`config.mk`:
```
export PLATFORM = sky130hd
export DESIGN_NAME = viscapture_flat
export DESIGN_NICKNAME = d
export VERILOG_FILES = /design/src/rtl/vis_pkg.sv /design/src/rtl/viscapture_if.sv /design/src/rtl/visram_dp.sv /design/src/rtl/viscapture.sv /design/src/flat_wrapper.sv
export SDC_FILE = /design/constraint.sdc
export NUM_CORES = 1
export LEC_CHECK = 0
export ABC_AREA = 1
export CORE_ASPECT_RATIO = 0.7
export CORE_UTILIZATION = 40
export DETAILED_ROUTE_END_ITERATION = 16
export GPL_TIMING_DRIVEN = 0
export SLEW_MARGIN = 20
export SYNTH_ARGS = -nofsm -noshare
export SYNTH_HDL_FRONTEND = slang
export SYNTH_SLANG_ARGS = --single-unit
export TNS_END_PERCENT = 5
```
`constraint.sdc`:
```
create_clock -name clock -period 2.4 [get_ports clock]
set_input_delay 0.48 -clock clock [delete_from_list [all_inputs] [get_ports clock]]
set_output_delay 0.48 -clock clock [all_outputs]
set_load 0.05 [all_outputs]
```
`src/rtl/vis_pkg.sv`:
```
// Shared types and helpers for the visibility capture block.
// Optional header beat is enabled with VISCAPTURE_HEADER_EN.
package vis_pkg;

  typedef logic [1:0] wstate_t;
  typedef logic [1:0] rstate_t;

  localparam wstate_t W_IDLE = 2'd0;
  localparam wstate_t W_FILL = 2'd1;
  localparam wstate_t W_DROP = 2'd2;

  localparam rstate_t R_IDLE   = 2'd0;
  localparam rstate_t R_LOAD   = 2'd1;
  localparam rstate_t R_STREAM = 2'd2;

  localparam int HDR_SEQ_W   = 16;
  localparam int HDR_SEQ_LSB = 0;

  function automatic int dbits(input int accum);
    return 2 * accum;
  endfunction

  function automatic int cbits(input int count);
    return (count > 1) ? $clog2(count) : 1;
  endfunction

endpackage

```
`src/rtl/viscapture_if.sv`:
```
// Output stream bundle from the capture buffer toward the host bridge.
// Master drives valid/last/data, slave drives ready.
interface viscapture_if #(
  parameter int W = 12
) ();
  logic         m_tvalid;
  logic         m_tready;
  logic         m_tlast;
  logic [W-1:0] m_tdata;

  modport master (
    output m_tvalid,
    output m_tlast,
    output m_tdata,
    input  m_tready
  );

  modport slave (
    input  m_tvalid,
    input  m_tlast,
    input  m_tdata,
    output m_tready
  );
endinterface

```
`src/rtl/visram_dp.sv`:
```
// Simple dual-port frame RAM: sync write, registered read.
// Bank is the address MSB; depth covers both ping-pong halves.
module visram_dp #(
  parameter int W     = 12,
  parameter int AW    = 5,
  parameter int DEPTH = 32
) (
  input  logic          clk_i,
  input  logic          we_i,
  input  logic [AW-1:0] waddr_i,
  input  logic [W-1:0]  wdata_i,
  input  logic          re_i,
  input  logic [AW-1:0] raddr_i,
  output logic [W-1:0]  rdata_o
);

  logic [W-1:0] mem_q [DEPTH];

  always_ff @(posedge clk_i) begin
    if (we_i) begin
      mem_q[waddr_i] <= wdata_i;
    end
    if (re_i) begin
      rdata_o <= mem_q[raddr_i];
    end
  end

endmodule

```
`src/rtl/viscapture.sv`:
```
// Ping-pong frame capture and stream-out for the visibility chain.
// Define VISCAPTURE_HEADER_EN to prefix each frame with a sequence beat.
module viscapture
  import vis_pkg::*;
#(
  parameter int ACCUM = 6,
  parameter int COUNT = 16
) (
  input  logic             clock,
  input  logic             reset,
  input  logic             vis_frame_i,
  input  logic             vis_valid_i,
  input  logic             vis_first_i,
  input  logic             vis_last_i,
  input  logic [ACCUM-1:0] vis_real_i,
  input  logic [ACCUM-1:0] vis_imag_i,
  viscapture_if.master     m,
  output logic             overflow_o,
  output logic             framing_o,
  output logic [7:0]       dropped_o
);

  localparam int CBITS = cbits(COUNT);
  localparam int DBITS = dbits(ACCUM);
  localparam int FW    = CBITS + 1;
  localparam logic [CBITS-1:0] LASTIDX = CBITS'(COUNT - 1);
  localparam bit ONE = (COUNT == 1);

`ifdef VISCAPTURE_HEADER_EN
  localparam int HDR = 1;
`else
  localparam int HDR = 0;
`endif
  localparam int NB = COUNT + HDR;

  // write side
  wstate_t          ws_q, ws_d;
  logic [CBITS-1:0] widx_q, widx_d;
  logic             wbank_q, wbank_d;
  logic [1:0]       full_q, full_d;
  logic             ovf_q, ovf_d;
  logic             frm_q, frm_d;
  logic [7:0]       drop_q, drop_d;
  logic             we, complete, drop_ev, ferr;
  logic [CBITS-1:0] wa_idx;
  logic             wempty;

  // read side
  rstate_t          rs_q, rs_d;
  logic             rbank_q, rbank_d;
  logic [FW-1:0]    fidx_q, fidx_d;
  logic             rdv_q, rdv_d;
  logic             rdl_q, rdl_d;
  logic             rdh_q, rdh_d;
  logic             tv_q, tv_d;
  logic             tl_q, tl_d;
  logic [DBITS-1:0] td_q, td_d;
  logic             ren, out_load, out_fire, rd_free, more, active;
  logic [CBITS:0]   raddr;
  logic [DBITS-1:0] rdata;
  logic [DBITS-1:0] hword;

  assign out_fire = tv_q & m.m_tready;
  assign rd_free  = out_fire & tl_q;

  // a bank released by the reader this cycle is already free for a new frame
  assign wempty = !full_q[wbank_q] ||
                  (rd_free && (rbank_q == wbank_q));

  always_comb begin
    ws_d     = ws_q;
    widx_d   = widx_q;
    wbank_d  = wbank_q;
    ovf_d    = ovf_q;
    frm_d    = frm_q;
    we       = 1'b0;
    wa_idx   = widx_q;
    complete = 1'b0;
    drop_ev  = 1'b0;
    ferr     = 1'b0;
    unique case (ws_q)
      W_IDLE: begin
        if (vis_valid_i && vis_first_i) begin
          if (!wempty) begin
            ovf_d   = 1'b1;
            drop_ev = 1'b1;
            if (!vis_last_i) ws_d = W_DROP;
          end else if (vis_last_i) begin
            if (ONE) begin
              we       = 1'b1;
              wa_idx   = '0;
              complete = 1'b1;
            end else begin
              ferr = 1'b1;
            end
          end else if (ONE) begin
            ferr = 1'b1;
          end else begin
            we     = 1'b1;
            wa_idx = '0;
            widx_d = CBITS'(1);
            ws_d   = W_FILL;
          end
        end
      end
      W_FILL: begin
        if (!vis_frame_i) begin
          ferr = 1'b1;
        end else if (vis_valid_i) begin
          if (vis_first_i) begin
            ferr = 1'b1;
          end else if (widx_q == LASTIDX) begin
            if (vis_last_i) begin
              we       = 1'b1;
              complete = 1'b1;
              ws_d     = W_IDLE;
            end else begin
              ferr = 1'b1;
            end
          end else if (vis_last_i) begin
            ferr = 1'b1;
          end else begin
            we     = 1'b1;
            widx_d = widx_q + CBITS'(1);
          end
        end
      end
      W_DROP: begin
        if ((vis_valid_i && vis_last_i) || !vis_frame_i) begin
          ws_d = W_IDLE;
        end
      end
      default: ws_d = W_IDLE;
    endcase
    if (ferr) begin
      frm_d   = 1'b1;
      drop_ev = 1'b1;
      we      = 1'b0;
      ws_d    = W_IDLE;
    end
    if (complete) wbank_d = ~wbank_q;
  end

  always_comb begin
    full_d = full_q;
    if (complete) full_d[wbank_q] = 1'b1;
    if (rd_free)  full_d[rbank_q] = 1'b0;
  end

  assign drop_d = (drop_ev && drop_q != 8'hFF) ?
                  drop_q + 8'd1 : drop_q;

  always_comb begin
    rs_d    = rs_q;
    rbank_d = rbank_q;
    fidx_d  = fidx_q;
    rdv_d   = rdv_q;
    rdl_d   = rdl_q;
    rdh_d   = rdh_q;
    tv_d    = tv_q;
    tl_d    = tl_q;
    td_d    = td_q;
    more     = fidx_q < FW'(NB);
    active   = (rs_q == R_IDLE) ? full_q[rbank_q] : 1'b1;
    out_load = rdv_q && (!tv_q || m.m_tready);
    // RAM output register acts as the skid slot behind the output register
    ren      = active && more && (!rdv_q || out_load);
    unique case (rs_q)
      R_IDLE:   if (full_q[rbank_q]) rs_d = R_LOAD;
      R_LOAD:   rs_d = R_STREAM;
      R_STREAM: begin
        if (rd_free) begin
          rs_d    = R_IDLE;
          rbank_d = ~rbank_q;
        end
      end
      default:  rs_d = R_IDLE;
    endcase
    if (ren) begin
      fidx_d = fidx_q + FW'(1);
      rdv_d  = 1'b1;
      rdl_d  = (fidx_q == FW'(NB - 1));
      rdh_d  = (HDR != 0) && (fidx_q == '0);
    end else if (out_load) begin
      rdv_d = 1'b0;
    end
    if (rd_free) fidx_d = '0;
    if (out_load) begin
      tv_d = 1'b1;
      tl_d = rdl_q;
      td_d = rdh_q ? hword : rdata;
    end else if (out_fire) begin
      tv_d = 1'b0;
    end
  end

  assign raddr = {rbank_q, CBITS'(fidx_q - FW'(HDR))};

`ifdef VISCAPTURE_HEADER_EN
  logic [HDR_SEQ_W-1:0] seq_q;

  assign hword = DBITS'(32'(seq_q) << HDR_SEQ_LSB);

  always_ff @(posedge clock) begin
    if (reset) begin
      seq_q <= '0;
    end else if (rd_free) begin
      seq_q <= seq_q + 16'd1;
    end
  end
`else
  assign hword = '0;
`endif

  visram_dp #(
    .W     (DBITS),
    .AW    (CBITS + 1),
    .DEPTH (2 * COUNT)
  ) u_ram (
    .clk_i   (clock),
    .we_i    (we),
    .waddr_i ({wbank_q, wa_idx}),
    .wdata_i ({vis_imag_i, vis_real_i}),
    .re_i    (ren),
    .raddr_i (raddr),
    .rdata_o (rdata)
  );

  always_ff @(posedge clock) begin
    if (reset) begin
      ws_q    <= W_IDLE;
      widx_q  <= '0;
      wbank_q <= 1'b0;
      full_q  <= '0;
      ovf_q   <= 1'b0;
      frm_q   <= 1'b0;
      drop_q  <= '0;
      rs_q    <= R_IDLE;
      rbank_q <= 1'b0;
      fidx_q  <= '0;
      rdv_q   <= 1'b0;
      rdl_q   <= 1'b0;
      rdh_q   <= 1'b0;
      tv_q    <= 1'b0;
      tl_q    <= 1'b0;
      td_q    <= '0;
    end else begin
      ws_q    <= ws_d;
      widx_q  <= widx_d;
      wbank_q <= wbank_d;
      full_q  <= full_d;
      ovf_q   <= ovf_d;
      frm_q   <= frm_d;
      drop_q  <= drop_d;
      rs_q    <= rs_d;
      rbank_q <= rbank_d;
      fidx_q  <= fidx_d;
      rdv_q   <= rdv_d;
      rdl_q   <= rdl_d;
      rdh_q   <= rdh_d;
      tv_q    <= tv_d;
      tl_q    <= tl_d;
      td_q    <= td_d;
    end
  end

  assign m.m_tvalid = tv_q;
  assign m.m_tlast  = tl_q;
  assign m.m_tdata  = td_q;
  assign overflow_o = ovf_q;
  assign framing_o  = frm_q;
  assign dropped_o  = drop_q;

endmodule

```
`src/flat_wrapper.sv`:
```
// flat-port wrapper written by rule: the top's interface ports become plain ports
module viscapture_flat import vis_pkg::*;
#(
  parameter int ACCUM = 6,
  parameter int COUNT = 16
)
  (clock, reset, vis_frame_i, vis_valid_i, vis_first_i, vis_last_i, vis_real_i, vis_imag_i, overflow_o, framing_o, dropped_o, m_m_tvalid, m_m_tlast, m_m_tdata, m_m_tready);
  viscapture_if #(.W((2 * ACCUM))) m_i ();
  input  logic clock;
  input  logic reset;
  input  logic vis_frame_i;
  input  logic vis_valid_i;
  input  logic vis_first_i;
  input  logic vis_last_i;
  input  logic [ACCUM-1:0] vis_real_i;
  input  logic [ACCUM-1:0] vis_imag_i;
  output logic overflow_o;
  output logic framing_o;
  output logic [7:0] dropped_o;
  output wire logic [$bits(m_i.m_tvalid)-1:0] m_m_tvalid;
  output wire logic [$bits(m_i.m_tlast)-1:0] m_m_tlast;
  output wire logic [$bits(m_i.m_tdata)-1:0] m_m_tdata;
  input wire logic [$bits(m_i.m_tready)-1:0] m_m_tready;
  assign m_m_tvalid = m_i.m_tvalid;
  assign m_m_tlast = m_i.m_tlast;
  assign m_m_tdata = m_i.m_tdata;
  assign m_i.m_tready = m_m_tready;
  viscapture #(.ACCUM(ACCUM), .COUNT(COUNT)) u_core (.clock(clock), .reset(reset), .vis_frame_i(vis_frame_i), .vis_valid_i(vis_valid_i), .vis_first_i(vis_first_i), .vis_last_i(vis_last_i), .vis_real_i(vis_real_i), .vis_imag_i(vis_imag_i), .m(m_i), .overflow_o(overflow_o), .framing_o(framing_o), .dropped_o(dropped_o));
endmodule
```
* Word level (Yosys, flattened, before mapping) *
Memories as Yosys holds them, arrays and structs flattened. A register that Yosys moved wholly into a read port is not among the register bits.
Cells that the tools add are included.

storage, ports and cells
  bits in registers = 43
  bits in latches = 0
  memory bits (writable) = 384
  bits in read-only memories = 0
  bits of input ports = 19
  output and inout port bits = 24
  logic and storage cells = 152
  memories kept = 1

memory list
  name                depth  width  read ports  clocked after Yosys merged registers in  write ports  line             source
  u_core.u_ram.mem_q  32     12     1           1                                        1            visram_dp.sv:17  logic [W-1:0] mem_q [DEPTH];

operators by class
  add/subtract/negate cells = 3
  multipliers = 0
  divide/modulo/power cells = 0
  magnitude comparators = 5
  equal/unequal tests = 21
  shifts and indexed selects = 0
  multiplexer cells = 70
  bitwise gates (word level) = 8
  reduce and logical (&&, ||, !) cells = 29

operator list
  cell                                                        count
  two-way mux 4 bit                                           12
  two-way mux 1 bit                                           37
  two-way mux 2 bit                                           14
  != test 2 bit, second input constant                        8
  case mux 2 bit (3 select lines)                             2
  != test 2 x 1 -> 1 bit, second input constant               5
  logical AND 1 bit                                           9
  AND reduction 9 bit                                         1
  adder 8 x 1 -> 8 bit, second input constant                 1
  != test 8 bit, second input constant                        1
  case mux 4 bit (2 select lines)                             1
  AND reduction 8 bit                                         1
  nonzero test 2 bit                                          3
  adder 5 x 1 -> 5 bit, second input constant                 1
  equality test 5 x 4 -> 1 bit, second input constant         1
  less-than comparator 5 bit, second input constant           1
  adder 4 x 1 -> 4 bit, second input constant                 1
  equality test 2 x 1 -> 1 bit, second input constant         2
  equality test 2 bit, second input constant                  2
  equality test 4 bit, second input constant                  1
  zero test 1 bit                                             4
  zero test 2 bit                                             2
  logical OR 1 bit                                            4
  less-than comparator 1 x 2 -> 1 bit, second input constant  2
  other kinds (12)                                            20

* Longest topological paths before layout *
Gate-level depths: netlist of run 1.

  depth after elaboration = 10
  depth in mapped cells = 12
  mapped depth without buffers = 11

* Cells and area by module *
Synthesis of run 1 repeated with hierarchy kept, for this count alone.

second synthesis, totals
  cell total of the unflattened synthesis = 1,643
  area total of the unflattened synthesis = 18,124.9 µm²

modules (own cells, without submodules)
  module      instances  cells each  area an instance (µm²)
  visram_dp   1          1,358       16,019.1
  viscapture  1          285         2,105.8

* Worst setup path after synthesis of run 1 *
OpenSTA, ideal clock, no wires.

  kind = reg-to-reg
  start point = register u_core.tv_q (netlist: u_core.m.m_tvalid)
  end point = memory u_core.u_ram.mem_q[19][0] (enable)
  setup time = 0.380 ns
  arrival = 2.140 ns
  required time = 2.020 ns
  path slack = -0.121 ns
  cell stages (with the launch flop) = 10
  period minus slack after synthesis = 2.521 ns
  cells stage by stage = dfxtp_1 -> nand2_1 -> nor2_1 -> nand2_2 -> nand3_2 -> nand3_2 -> buf_6 -> nand2_4 -> nand3_1 -> nor2_1

between the ends
  cells in the longest elaborated chain, start to end = 10
  elaborated cells between the ends (all ways) = 16
  classes of those cells = mux (12); bitwise (2); reduce/logical (2)

RTL lines
  element                                  line               source
  start, declared                          viscapture.sv:55   logic tv_q, tv_d;
  start signal, assigned                   viscapture.sv:261  tv_q <= tv_d;
  AND 1 bit (*)                            viscapture.sv:63   assign out_fire = tv_q & m.m_tready;
  AND 1 bit (*)                            viscapture.sv:64   assign rd_free = out_fire & tl_q;
  logical AND 1 bit (*)                    viscapture.sv:68   (rd_free && (rbank_q == wbank_q));
  logical OR 1 bit (*)                     viscapture.sv:67   assign wempty = !full_q[wbank_q] ||
  two-way mux 1 bit                        viscapture.sv:84   if (!wempty) begin
  two-way mux 1 bit                        viscapture.sv:83   if (vis_valid_i && vis_first_i) begin
  case mux 1 bit (2 select lines)          viscapture.sv:81   unique case (ws_q)
  two-way mux 1 bit                        viscapture.sv:135  if (ferr) begin
  two-way mux 1 bit                        visram_dp.sv:20    if (we_i) begin
  two-way mux 1 bit (implied by the code)  visram_dp.sv:21    mem_q[waddr_i] <= wdata_i;
  end, declared                            visram_dp.sv:17

Mark *: on every way between the ends. The rest lies on a longest branch, timed or not.

* Worst setup path in the final report of run 1 *
  start point = register u_core.rbank_q
  end point = memory u_core.u_ram.mem_q[6][4] (enable)

between the ends
  cells in the longest elaborated chain, start to end = 9
  elaborated cells between the ends (all ways) = 15
  classes of those cells = eq/ne (1); mux (12); reduce/logical (2)

RTL lines
  element                                  line               source
  start, declared                          viscapture.sv:50   logic rbank_q, rbank_d;
  start signal, assigned                   viscapture.sv:256  rbank_q <= rbank_d;
  equality test 1 bit (*)                  viscapture.sv:68
  logical AND 1 bit (*)                    viscapture.sv:68
  logical OR 1 bit (*)                     viscapture.sv:67
  two-way mux 1 bit                        viscapture.sv:84
  two-way mux 1 bit                        viscapture.sv:83
  case mux 1 bit (2 select lines)          viscapture.sv:81
  two-way mux 1 bit                        viscapture.sv:135
  two-way mux 1 bit                        visram_dp.sv:20
  two-way mux 1 bit (implied by the code)  visram_dp.sv:21

Marks and branches as above.

==> summary.md, run 1 <==
| Metric | Value |
|---|---|
| DRC Markers | 0 |
| Commonest cells in the netlist | 396 x edfxtp_1, 274 x nor2_1, 198 x o21ai_0 |
| Initial Util | 0.4101 |
| Diodes inserted | 0 |
| Crit path time final | 2412 ps |
| Setup violators final | 14 |
| Slowest CP cell | nand4_1 |
| Routed WL | 50510 um |
| Net Count, Synth | 1475 |
| Die Y | 177.3 um |
| Violated checks | setup timing |
| EDFF count, synth | 396 |
| Clock Power Share | 0.409 |
| Area delta synth->final | 19.20% |
| Worst Path Buf+Inv | 4 |
| Final Cycle Share | 1.005 |
| Starting DRT DRC Count | 1804 |
| Vias in the first global route | 11400 |
| Largest family of logic cells by synthesized area | simple AND/OR/NAND/NOR gates |
| I/O pin count | 43 |
| PwrDens | 719.9 nW/um^2 |
| Total power | 15.06 mW |
| Die span in x | 252.4 um |
| Final worst slack | -12.43 ps |
| Int Pwr | 11.94 mW |
| Delay-heaviest family, CP | simple AND/OR/NAND/NOR gates |
| Via count | about 12000 |
| CTS buffer count | between 40 and 50 |
| Hpwl dp | 33770 um |
| Max Cap Viol | 0 |
| Psw | 3.120 mW |
| Yosys Warn Count | 0 |
| Seq pwr share | 0.557 |
| Drt first pass iters | 6 |
| Critical Path Max Stage Delay | ~510 ps |
| Dpl cell area | 18770 um^2 |
| Setup Crit Path Kind | register to register |
| Peak VDD IR | 0.6210 mV |
| Total global routing overflow | 0 |
| Later-pin clock latency in the skew report | roughly 550 ps |
| Crit path launch type | register |
| Sequential area share after synthesis | 0.7265 |
| Num Clock Sinks | 439 |
| GRT Total Usage | 0.2262 |
| Setup_tns | -76.82 ps |
| Fmax | 0.4145 GHz |
| Asr flop ratio synth | 0 |
| Post-route ant nets | 0 |
| Clock Path Buffers | 3 |
| Synthesized area | 17550 um^2 |
| Netlist cell types | roughly 40 |
| RSZ-0062 raised after global routing | true |
| Largest net degree at the start of global routing | 33 |
| Initial antenna violation count | 2 |
| Synth Area in Simple Gates | 0.1303 |
| Logic pwr share | 0.033 |
| Top cell type's share of synthesized area | 0.6775 |
| Sw Ratio | 0.2071 |
| RePlAce Congestion | 0.9151 |
| First-pass GRT wire length | 73420 um |
| Nets | 1598 |
| Synth Instances | 1452 |
| Top-count cell post-synth | edfxtp_1 |
| CTS tree | built |
| Die area | 44740 um^2 |
| Synth area leader | edfxtp_1 |
| Multiplexer share of the synthesized area | 0 |
| Crit path arrival time | roughly 2700 ps |
| Clock-pin slew on the worst setup and hold paths | 60 ps |
| CP required | 2660 ps |
| Port Buffers | 41 |
| CTS root buf | clkbuf_16 |
| Drt wl/cell | around 23 um |
| H-Tree Depth | 2 |
| CP endpoint kind | register |
| Core Util, Final | 0.4888 |
| Synth Register Bits | 439 |
| Clk_skew | approximately 11 ps |
| Crit-path cells | buf_6 > inv_2 > nand2_1 > nand2_1 > nand2_2 > nand3_4 > nand3_2 > buf_8 > nand4_1 > nor2_4 > buf_12 |
| Synth top area cells | edfxtp_1 68%, nor2_1 5.9%, o21ai_0 5.6% |
| Worst Hold Class | primary input to register |
| Post-Synth XOR/XNOR Area | 0.002495 |
| Final Hold Viols | 0 |
| Ys flop type | edfxtp_1 |
| Static leakage | 6.973 nW |
| Status | finished with violations |
| Final Slew Violations | 0 |
| Synth Area in Adders | 0.002851 |
| Most used cell, CP | nand2_1 |
| Crit path max fanout | 12 |
| Avg Cell Area, Syn | 12.09 um^2 |
| # rows | between 60 and 70 |
| Vias per cell | 5.552 |
| Core area | between 40000 and 50000 um^2 |
| Hold-fix buffer count after cts | 0 |
| Synth Area in Compound Gates | 0.1049 |
| Worst slew margin | 0.4551 |
| Worst Max-Slew Pin Slew | between 800 and 900 ps |
| Share of post-route cells with drive strength above 1 | 0.1313 |
| Final Cell Area | roughly 21000 um^2 |
## logic make-up (layout without fill, tap and decap cells)
logic type                 after synthesis  count (layout)
AOI/OAI and AO/OA                      326             326
xor gates and xnor gates                 5               5
adders and majority gates                4               4
buffers and inverters                  136             284
DFF                                    439             439
and+or+nand+nor                        542             542
## sequential cells by signal (all words and copies together) (netlist names), 2 cells and up
name                  flops
u_core.dropped_o          8
u_core.fidx_q             5
u_core.ws_q               2
u_core.rs_q               2
u_core.m.m_tdata         12
u_core.u_ram.mem_q      384
u_core.widx_q             4
u_core.full_q             2
u_core.u_ram.rdata_o     12
## cell usage in the layout (no fill, tap or decap), drive strengths merged, types with 24 or more instances in the layout
cell type / netlist / routed
clkdlybuf4s50: 0 / 28
dfxtp: 43 / 43
o22ai: 35 / 35
o211ai: 24 / 24
clkbuf: 52 / 110
o221ai: 24 / 24
a21oi: 36 / 36
o21ai: 202 / 202
inv: 48 / 49
nand2: 156 / 156
nor2: 276 / 276
edfxtp: 396 / 396
nand3: 84 / 84
buf: 33 / 85
## metrics by stage
step	worst slack, ps	std cells	hold slack (ps)
2_1_floorplan	-120.7	1452	424.0
3_3_place_gp	-1296	2078	432.7
3_5_place_dp	-1199	2081	447.5
4_1_cts	-420.8	2157	267.2
5_1_grt	-73.67	2185	297.2
6_report	-12.43	2185	283.6
## worst paths after layout
check | startpoint | endpoint | slack [ps] | depth (start not counted)
setup / recovery | u_core.rbank_q$_SDFFE_PP0P_ | u_core.u_ram.mem_q[6][4]$_DFFE_PP_ | -10 | 11
hold / removal | reset | u_core.rdv_q$_SDFFE_PP0P_ | 280 | 2
setup reg to reg | u_core.rbank_q$_SDFFE_PP0P_ | u_core.u_ram.mem_q[6][4]$_DFFE_PP_ | -10 | 11
hold reg to reg | u_core.overflow_o$_SDFFE_PP0P_ | u_core.overflow_o$_SDFFE_PP0P_ | 460 | 2
## area by class of cell
class	count	area (um^2)
Buffer	85	416.7
Clock buffer	59	1156
Clock inverter	9	68.82
Fill cell	3706	21880
Inverter	51	197.7
Multi-Input combinational cell	877	4511
Sequential cell	439	12760
Tap cell	585	732.0
Timing Repair Buffer	80	1079
## power by group through the flow
| stage | Sequential, mW | Clock (mW) | Combinational (mW) |
|---|---|---|---|
| 6_report | 8.39 | 6.17 | 0.503 |
| 5_1_grt | 8.39 | 6.51 | 0.544 |
| 4_1_cts | 8.39 | 6.25 | 0.463 |
| 3_5_place_dp | 8.56 | 0 | 0.453 |
| 3_3_place_gp | 8.56 | 0 | 0.435 |
| 2_1_floorplan | 8.58 | 0 | 0.180 |
## what timing repair did
item,CTS,global route
setup endpoints to repair,392,397
pin swaps,10,32
gates resized for setup,39,46
buffers inserted,8,28
## routing by layer
metal / global-route usage / routed length [um]
met1: 0.3436 / 22470
met2: 0.3130 / 20810
met3: 0.06559 / 6344
met4: 0.05808 / 875
met5: 0 / 13
Power figures use the tool's default switching activity.
==> run 2, diff against run 1 <==
Settings changed: ABC_AREA 1 to default, RECOVER_POWER from default to 25.
==> run 2 against run 1 <==
  * The flow finishes with violations (capacitance limit, slew limit, setup timing)
  * Design area fell by 1.8%
  * Clock skew rose by 3.7 ps
  * First-iteration DRC count fell by 47%
  * Worst hold slack improved by 180 ps
  * Clock-buffer cell count rose by 7
  * Critical path type unchanged
  * Largest power group unchanged
==> summary.md, run 2 <==
| Metric | Value |
|---|---|
| Clock-pin slew on the worst setup and hold paths | 60 ps (about the same) |
| Avg Cell Area, Syn | 17.39 um^2 (+44%) |
| Top cell type's share of synthesized area | 0.6895 (+0.01204) |
| Fmax | 0.4070 GHz (-1.8%) |
| Yosys Warn Count | 0 (unchanged) |
| Seq pwr share | 0.552 (-0.005) |
| Commonest cells after routing, fill and taps aside | 396 x edfxtp_1, 118 x mux2i_1, 49 x nand2_1 |
| Final worst slack | -56.72 ps (-44.29 ps) |
| Logic pwr share | 0.019 (-0.014) |
| Largest register FFs | 384 (unchanged) |
| Crit path launch type | register |
| CP required | 2650 ps (about the same) |
| Ys flop type | edfxtp_1 |
| Synth Instances | 992 (-32%) |
| Peak VDD IR | 0.5247 mV (-16%) |
| Setup Crit Path Kind | register to register |
| Vias per cell | 5.546 (-0.12%) |
| Die span in x | 250.2 um (-0.87%) |
| Commonest cells in the netlist | 396 x edfxtp_1, 125 x mux2i_1, 52 x nand2_1 |
| Largest net degree at the start of global routing | 33 (unchanged) |
| Synth Register Bits | 439 (unchanged) |
| Area delta synth->final | 19.19% (about the same) |
| Total power | 15.11 mW (+0.33%) |
| Netlist cell types | 55 (+34%) |
| Sequential area share after synthesis | 0.7394 (+0.01291) |
| Crit path time final | 2457 ps (+44.29 ps) |
| Crit path max fanout | 8 (-4) |
| Clock Power Share | 0.429 (+0.020) |
| Starting DRT DRC Count | 957 (-47%) |
| Violated checks | capacitance limit, slew limit, setup timing |
| I/O pin count | 43 (unchanged) |
| Num Clock Sinks | 439 (unchanged) |
| Share of post-route cells with drive strength above 1 | 0.2115 (+0.08020) |
| Synth top area cells | edfxtp_1 69%, mux2i_1 7.3%, mux4_2 6.3% |
| Final std cells w/o fill | 1687 (-23%) |
| Diodes inserted | 0 (unchanged) |
| H-Tree Depth | 2 (unchanged) |
| Initial Util | 0.4067 (-0.003417) |
| Worst slew margin | -0.1374 (-0.5926) |
| Worst Hold Class | register to register |
| Clk_skew | 15.14 ps (+3.670 ps) |
| CP endpoint kind | register |
| CTS buffer count | 42 (+2.4%) |
| Final Hold Viols | 0 (unchanged) |
| EDFF count, synth | 396 (unchanged) |
| Commonest non-fill, non-tap cell in the layout | edfxtp_1 |
| CTS tree | built |
| Largest Register | u_core.u_ram.mem_q |
| Routed WL | 41270 um (-18%) |
| Hpwl dp | 26200 um (-22%) |
| First-pass GRT wire length | 59990 um (-18%) |
| DP Worst Slack | -1209 ps (-10.64 ps) |
| Synthesized area | 17250 um^2 (-1.7%) |
| Asr flop ratio synth | 0 (unchanged) |
| Clock Path Buffers | 3 (unchanged) |
| Crit path arrival time | 2710 ps (+40 ps) |
| Port Buffers | 42 (+2.4%) |
| Drt first pass iters | 5 (-1) |
| Psw | 2.973 mW (-4.7%) |
| Worst Max-Slew Pin Slew | 1706 ps (+888.8 ps) |
| # rows | 63 (unchanged) |
| Later-pin clock latency in the skew report | 550 ps (about the same) |
| Top-count cell post-synth | edfxtp_1 |
| RSZ-0062 raised after global routing | true |
| Die Y | 175.7 um (-0.87%) |
| Via count | 9356 (-23%) |
| RePlAce Congestion | 0.9424 (+3.0%) |
| Total global routing overflow | 0 (unchanged) |
| Status | finished with violations |
| PwrDens | 735.2 nW/um^2 (+2.1%) |
| Drt wl/cell | 24.46 um (+5.8%) |
| Setup_tns | -903.2 ps (-826.4 ps) |
| Die area | 43960 um^2 (-1.7%) |
| Net Count, Synth | 1015 (-31%) |
| Core area | 42410 um^2 (-0.92%) |
| Inst Count DP | 1587 (-24%) |
| Final Cycle Share | 1.024 (+0.01845) |
| Initial antenna violation count | 0 (-2) |
| CTS root buf | clkbuf_16 |
| Post-route ant nets | 0 (unchanged) |
| Vias in the first global route | 8879 (-22%) |
| DRC Markers | 0 (unchanged) |
| Final Slew Violations | 165 (+165) |
| Max Cap Viol | 6 (+6) |
| Sw Ratio | 0.1967 (-0.01038) |
| Int Pwr | 12.14 mW (+1.6%) |
| Static leakage | 6.136 nW (-12%) |
| Synth area leader | edfxtp_1 |
| Nets | 1125 (-30%) |
| GRT Total Usage | 0.1883 (-0.03784) |
| Setup violators final | 25 (+11) |
run 2: changes by cell type after synthesis, moves of 29 or more:
cell,change
a22o_1,+33
clkbuf_1,-29
o21ai_0,-197
nand2_1,-95
nor2_1,-223
mux2i_1,+125
o22ai_1,-34
mux4_2,+48
nand3_1,-65
inv_1,-36
run 2: final timing paths:
| check | end | slack [ps] | depth (start not counted) | startpoint |
|---|---|---|---|---|
| worst max-delay path | u_core.u_ram.mem_q[3][2]$_DFFE_PP_ | -60 | 9 | u_core.widx_q[0]$_SDFFE_PP0P_ |
| worst min-delay path | u_core.m.m_tdata[5]$_SDFFE_PP0P_ | 460 | 2 | u_core.m.m_tdata[5]$_SDFFE_PP0P_ |
| worst max register to register | u_core.u_ram.mem_q[3][2]$_DFFE_PP_ | -60 | 9 | u_core.widx_q[0]$_SDFFE_PP0P_ |
| worst min register to register | u_core.m.m_tdata[5]$_SDFFE_PP0P_ | 460 | 2 | u_core.m.m_tdata[5]$_SDFFE_PP0P_ |
run 2: metal layers:
metal | GRT usage | vias to the layer above | part of all wire
li1 | - | 4180 | -
met1 | 0.2987 | 4766 | 0.49
met2 | 0.2543 | 355 | 0.40
met3 | 0.04772 | 55 | 0.088
met4 | 0.04550 | 0 | 0.016
met5 | 0 | - | 0
run 2: repair_timing:
action                                 4_1_cts  5_1_grt
setup buffers                               18        5
gates resized for setup                     84       44
pin swaps                                   21        8
endpoints found under the hold margin        0        0
setup endpoints to repair                  396      397
hold buffers                                 0        0
run 2: power groups by stage:
stage | Combinational (mW) | Clock [mW] | Sequential [mW]
global placement | 0.278 | 0 | 8.52
finish | 0.280 | 6.49 | 8.35
detailed placement | 0.278 | 0 | 8.51
floorplan | 0.0773 | 0 | 8.52
CTS | 0.281 | 6.61 | 8.34
global route | 0.302 | 6.91 | 8.34
run 2: critical path, cell delays in order, from the launching register on:
cell and delay, ps:
dfxtp_4 420, ha_4 160, and3_4 180, buf_6 120, xnor2_2 100, and3_4 210, buf_8 120, nand3_4 260
nor4_4 390, buf_4 210
run 2: logic make-up (layout without fill, tap and decap cells):
group / after synthesis / count (layout) / share of synthesized area
buffers and inverters: 63 / 206 / 0.01654
xor gates and xnor gates: 6 / 6 / 0.003047
and+or+nand+nor: 187 / 187 / 0.05260
AOI/OAI and AO/OA: 119 / 119 / 0.04962
adders and majority gates: 4 / 4 / 0.002902
DFF: 439 / 439 / 0.7394
muxes: 174 / 174 / 0.1359
run 2: final cells by class:
cell class                      count  area [um^2]
Buffer                             55        364.1
Clock buffer                       66         1192
Clock inverter                     11        133.9
Fill cell                        3510        21850
Inverter                            8        32.53
Multi-Input combinational cell    490         4613
Sequential cell                   439        12760
Tap cell                          552        690.7
Timing Repair Buffer               66        769.5
run 2: per-stage QoR:
step | hold slack (ps) | cell area, um^2 | util
floorplan | 431.2 | 17310 | -
global placement | 447.0 | 18420 | 0.4344
detailed placement | 455.2 | 18420 | 0.4344
CTS | 463.7 | 20330 | 0.4795
global route | 480.1 | 20560 | 0.4847
finish | 461.2 | 20560 | 0.4847
==> run 3, diff against run 2 <==
Settings changed: HOLD_SLACK_MARGIN from default to 0.12.
==> results of run 3 <==
Same layout as run 2: the final DEF is identical, and so are final timing and power.
